==> config.mk <==
export PLATFORM = sky130hd
export DESIGN_NAME = seg7_scan_decoder
export DESIGN_NICKNAME = d
export VERILOG_FILES = /design/src/rtl/seg7_scan_decoder.sv
export SDC_FILE = /design/constraint.sdc
export NUM_CORES = 1
export LEC_CHECK = 0
export ABC_AREA = 1
export CAP_MARGIN = 10
export CORE_MARGIN = 2
export CORE_UTILIZATION = 50
export CTS_BUF_LIST = sky130_fd_sc_hd__clkbuf_8 sky130_fd_sc_hd__clkbuf_16
export CTS_CLUSTER_DIAMETER = 50
export DETAILED_ROUTE_END_ITERATION = 6
export MAX_ROUTING_LAYER = met4
export PLACE_DENSITY = 0.75
export SYNTH_ARGS = -nofsm -noshare
export SYNTH_HDL_FRONTEND = slang
export SYNTH_SLANG_ARGS = --single-unit
==> constraint.sdc <==
create_clock -name clk -period 1.8 [get_ports clk]
set_clock_uncertainty 0.1 [all_clocks]
set_input_delay 0.36 -clock clk [delete_from_list [all_inputs] [get_ports clk]]
set_output_delay 0.36 -clock clk [all_outputs]
set_load 0.02 [all_outputs]
==> src/rtl/seg7_scan_decoder.sv <==
// Display-bus monitor: samples a multiplexed active-high 7-segment bus, filters each
// strobe window for stability, decodes digits back to BCD and publishes whole frames.
module seg7_scan_decoder #(
  parameter int unsigned NDIG   = 4,
  parameter int unsigned STABLE = 3
) (
  input  logic                clk,
  input  logic                rst_n,
  input  logic [6:0]          seg,
  input  logic [NDIG-1:0]     dig,
  output logic [4*NDIG-1:0]   bcd,
  output logic [NDIG-1:0]     blank,
  output logic [NDIG-1:0]     bad,
  output logic                frame_valid
);

  localparam int unsigned CW = 4;
  localparam int unsigned BW = 4 * NDIG;
  localparam logic [CW-1:0] CNT_LAST = CW'(STABLE - 1);
  localparam logic [CW-1:0] CNT_PRE  = CW'(STABLE - 2);

  logic [6:0]      s_seg;
  logic [NDIG-1:0] s_dig;
  logic [CW-1:0]   cnt;
  logic [NDIG-1:0] seen;
  logic [BW-1:0]   w_bcd;
  logic [NDIG-1:0] w_blank;
  logic [NDIG-1:0] w_bad;

  logic [3:0]      dec_val_c;
  logic            dec_blank_c;
  logic            dec_bad_c;
  logic            same_c;
  logic            onehot_c;
  logic            capture_c;
  logic            frame_done_c;
  logic [NDIG-1:0] seen_c;
  logic [BW-1:0]   w_bcd_c;
  logic [NDIG-1:0] w_blank_c;
  logic [NDIG-1:0] w_bad_c;

  // Reverse segment decode of the sampled pattern
  always_comb begin
    dec_val_c   = 4'd0;
    dec_blank_c = 1'b0;
    dec_bad_c   = 1'b0;
    case (s_seg)
      7'b1111110: dec_val_c = 4'd0;
      7'b0110000: dec_val_c = 4'd1;
      7'b1101101: dec_val_c = 4'd2;
      7'b1111001: dec_val_c = 4'd3;
      7'b0110011: dec_val_c = 4'd4;
      7'b1011011: dec_val_c = 4'd5;
      7'b1011111: dec_val_c = 4'd6;
      7'b1110000: dec_val_c = 4'd7;
      7'b1111111: dec_val_c = 4'd8;
      7'b1111011: dec_val_c = 4'd9;
      7'b0000000: dec_blank_c = 1'b1;
      default:    dec_bad_c   = 1'b1;
    endcase
  end

  // Incoming pair equal to the held sample means the window keeps counting this edge,
  // so the capture lands STABLE-1 edges after the pair is first sampled.
  always_comb begin
    same_c       = (seg == s_seg) && (dig == s_dig);
    onehot_c     = (s_dig != '0) && ((s_dig & (s_dig - NDIG'(1))) == '0);
    capture_c    = same_c && (cnt == CNT_PRE) && onehot_c;
    seen_c       = seen | s_dig;
    frame_done_c = capture_c && (seen_c == '1);
  end

  // Working slots with the current capture merged in
  always_comb begin
    w_bcd_c   = w_bcd;
    w_blank_c = w_blank;
    w_bad_c   = w_bad;
    for (int i = 0; i < int'(NDIG); i++) begin
      if (s_dig[i]) begin
        w_bcd_c[4*i +: 4] = dec_val_c;
        w_blank_c[i]      = dec_blank_c;
        w_bad_c[i]        = dec_bad_c;
      end
    end
  end

  always_ff @(posedge clk or negedge rst_n) begin
    if (!rst_n) begin
      s_seg       <= '0;
      s_dig       <= '0;
      cnt         <= '0;
      seen        <= '0;
      w_bcd       <= '0;
      w_blank     <= '0;
      w_bad       <= '0;
      bcd         <= '0;
      blank       <= '0;
      bad         <= '0;
      frame_valid <= 1'b0;
    end else begin
      s_seg       <= seg;
      s_dig       <= dig;
      frame_valid <= 1'b0;
      if (!same_c) begin
        cnt <= '0;
      end else if (cnt != CNT_LAST) begin
        cnt <= cnt + CW'(1);
      end
      if (capture_c) begin
        w_bcd   <= w_bcd_c;
        w_blank <= w_blank_c;
        w_bad   <= w_bad_c;
        if (frame_done_c) begin
          bcd         <= w_bcd_c;
          blank       <= w_blank_c;
          bad         <= w_bad_c;
          frame_valid <= 1'b1;
          seen        <= '0;
        end else begin
          seen <= seen_c;
        end
      end
    end
  end

endmodule

==> results.ini, run 1 <==
[floorplanning]
dieArea_mm2=0.00728
design.core.area_mm2=0.00639
dieHeight_um=85.3
dieWidth_um=85.3
initial_core_util=0.518
ios=38
row_count=29

[grt]
grt_pass1_vias=2807
grt_max_degree=69
grt_usage=0.230
grt_first_pass_wirelength_mm=12.9
overflow=0
antenna_found_initial=0

[setup_path]
reg2reg_slack_ps=-230
path_class=flip-flop to flip-flop
cp_data_required_time_ps=1940
r2r.worst_path.cells=11
critPathBufInv=4
end_kind=flip-flop
cp_common_cell=inv_2
critPathTopFamily=simple AND/OR/NAND/NOR gates
crit_chain=inv_2 > ha_4 > inv_2 > nor3_4 > nand3_2 > nor2_4 > buf_6 > nand3_4 > clkbuf_16 > nand2_1 > o21ai_1
critPathLaunchType=flip-flop
crit_slowest_cell=dfrtp_1
crit_end=w_bcd[3]$_DFFE_PN0P_
startpoint=cnt[1]$_DFFE_PN0P_
critPathArrivalTime_ps=2170
cp_max_fo=9
worstReg2RegEnd=w_bcd[3]$_DFFE_PN0P_
cpPeakStageDelay_ps=390
regToRegStartpoint=cnt[1]$_DFFE_PN0P_
crit_cells=11

[detailed_routing]
drt_iter0_drc=230
vias=3226
drcViolationCount=0
postRouteAntennaNets=0
wl_per_cell_um=17.3
dr.pass1.iters=5
vias_per_cell=5.58
routed_wl_mm=9.98

[synth]
yosys.area.top_type=dfrtp_1
ys_ff_latch=68
synthesis.nets=433
synth-edff-count=0
ys_async_sr_fraction=1.00
yosysWarnings=0
synth_seq_area_share=0.515
syn_inst=417
synth_area_per_cell_um2=7.93
synth.top_cell.area_share=0.515
ys.flop_type=dfrtp_1
synth_area_mm2=0.00331
synthDistinctLibCells=28
synth_area_leaders=dfrtp_1, nand2_1, o21ai_1

[timing]
slew-limit-headroom=0.690
setup_viol_count_final=47
worst_pin_slew_ps=452
post-route-min-period_ps=2030
max_freq_ghz=0.492
fin_ws_ps=-231
rsz0062_at_grt=true
fin_crit_sh=1.13
hold_viol=0
slew_violations=0

[cts]
ctsHtreeMaxLevel=3
numCtsBuffers=9
clockRootBuffer=clkbuf_8
clkTransAtPathRegs_ps=90
clock_latency_ps=360
cts_tree=done
clk_path_buf_depth=2
clock-sinks=68

[finish]
postLayoutCellArea_mm2=0.00490
seqCellArea_mm2=0.00171
n_antenna_cell=0
fillCellCount=396
finish.utilization=0.767
final_nets=512
multiInputGateArea_mm2=0.00176
drive_gt1_frac=0.311
syn_to_final_growth_pct=48.2

[job]
maxCapViolations=0

[placed_design]
place_hpwl_mm=4.95
post_dp_cell_area_mm2=0.00387
gp_congestion=0.909
buffer_ports.inserted=37

[status]
violations=setup timing
status=finished, violations left

[power]
ir_drop_mv=0.702
leakagePower_nw=2.80
power.density_mw_per_mm2=642
power_w=0.00314

[hold_path]
hold_start=seg[4]
hold_class=input port to flip-flop

[state kept, by name (all words and copies together) (netlist names)]
signal	flops
blank	4
bad	4
w_bad	4
s_dig	4
s_seg	7
frame_valid	1
w_bcd	16
seen	4
cnt	4
bcd	16
w_blank	4
[synth_stat cells (3+ instances only)]
| library cell | count |
|---|---|
| nand4_1 | 6 |
| inv_1 | 34 |
| clkbuf_1 | 3 |
| inv_2 | 6 |
| o21ai_2 | 3 |
| ha_1 | 3 |
| a21oi_1 | 4 |
| xnor2_1 | 6 |
| o21ai_1 | 29 |
| nor3_1 | 3 |
| o21ai_0 | 24 |
| nand2_1 | 153 |
| nor2_1 | 28 |
| buf_2 | 4 |
| nor2_2 | 3 |
| mux2i_1 | 3 |
| nand3_1 | 21 |
| dfrtp_1 | 68 |
| buf_4 | 4 |
[power by group]
group	internal, W	switching (W)	leakage, nW
clock network	0.000646	0.000660	0.0958
registers	0.00154	0.0000186	0.906
logic	0.000102	0.000178	1.80
total	0.00229	0.000857	2.80
[through the flow]
step,hold WS [ps],setup TNS (ps),cells,setup WS [ps]
floorplan,-35.6,0,417,42.0
global placement,307,-15930,538,-345
detailed placement,312,-16870,538,-384
CTS,384,-601,560,-54.1
global route,83.2,-11890,578,-322
finish,75.9,-7090,578,-231
[per-layer routing]
| metal | vias up | global-route usage | share of wire |
|---|---|---|---|
| li1 | 1480 | - | - |
| met1 | 1546 | 0.312 | 0.39 |
| met2 | 168 | 0.341 | 0.51 |
| met3 | 32 | 0.0700 | 0.075 |
| met4 | 0 | 0.0592 | 0.028 |
| met5 | - | - | 0 |
[worst reg2reg max path, delay by kind of cell, from the launching register on]
family / cells / cell delay (ps)
DFF: 1 / 390
buffers and inverters: 4 / 480
AOI/OAI and AO/OA: 1 / 80
and+or+nand+nor: 5 / 740
adders and majority gates: 1 / 120
[cells in the final DEF (no fill, tap or decap), types with 4 or more instances in the layout]
master,Yosys,routed
nand3_1,21,11
o21ai_0,24,18
clkbuf_16,0,6
buf_6,2,9
dfrtp_1,68,65
xnor2_1,6,4
nor2_1,28,23
inv_1,34,32
nor2_4,1,6
dlymetal6s2s_1,0,30
nand3_2,1,9
o21ai_1,29,19
inv_2,6,5
o21ai_2,3,19
clkdlybuf4s50_1,0,6
nand2_1,153,119
clkbuf_8,0,9
nand2_4,0,19
nand4_1,6,6
nand2_2,1,16
buf_4,4,24
[what timing repair did]
action / CTS / global route
hold endpoints to repair: 68 / 0
gates cloned: 1 / 9
pin swaps: 2 / 33
setup buffers: 4 / 10
setup endpoints to repair: 25 / 76
gates resized for setup: 10 / 144
hold buffers: 1 / 0
[logic make-up (layout without fill, tap and decap cells)]
logic type                 Yosys count  after routing  synth area share
and+or+nand+nor                    223            223             0.281
DFF                                 68             68             0.515
AOI/OAI and AO/OA                   60             60            0.0943
buffers and inverters               53            137            0.0708
xor gates and xnor gates             7              7            0.0185
adders and majority gates            3              3            0.0114
muxes                                3              3           0.00908
[final cells by class]
class	instances	share of cell area
multi-input cells	296	0.359
flip-flops and latches	68	0.348
repair buffers	81	0.198
inverters	40	0.0342
clock buffers	9	0.0253
well taps	77	0.0197
clock inverters	7	0.0156
[worst min path at each step]
stage	slack, ps	end	cells after the start
floorplan	-40	bad[0]$_DFFE_PN0P_	0
global placement	310	s_seg[1]$_DFF_PN0_	2
detailed placement	310	s_seg[1]$_DFF_PN0_	2
CTS	380	w_bad[2]$_DFFE_PN0P_	2
global route	80	s_seg[4]$_DFF_PN0_	1
finish	80	s_seg[4]$_DFF_PN0_	1
(Power assumes the default switching activity.)
==> inputs of run 2 (changes only) <==
Settings changed: ABC_CLOCK_PERIOD_IN_PS set to 1800.
==> results of run 2 <==
The final DEF is identical to that of run 1; final timing and power are the same.
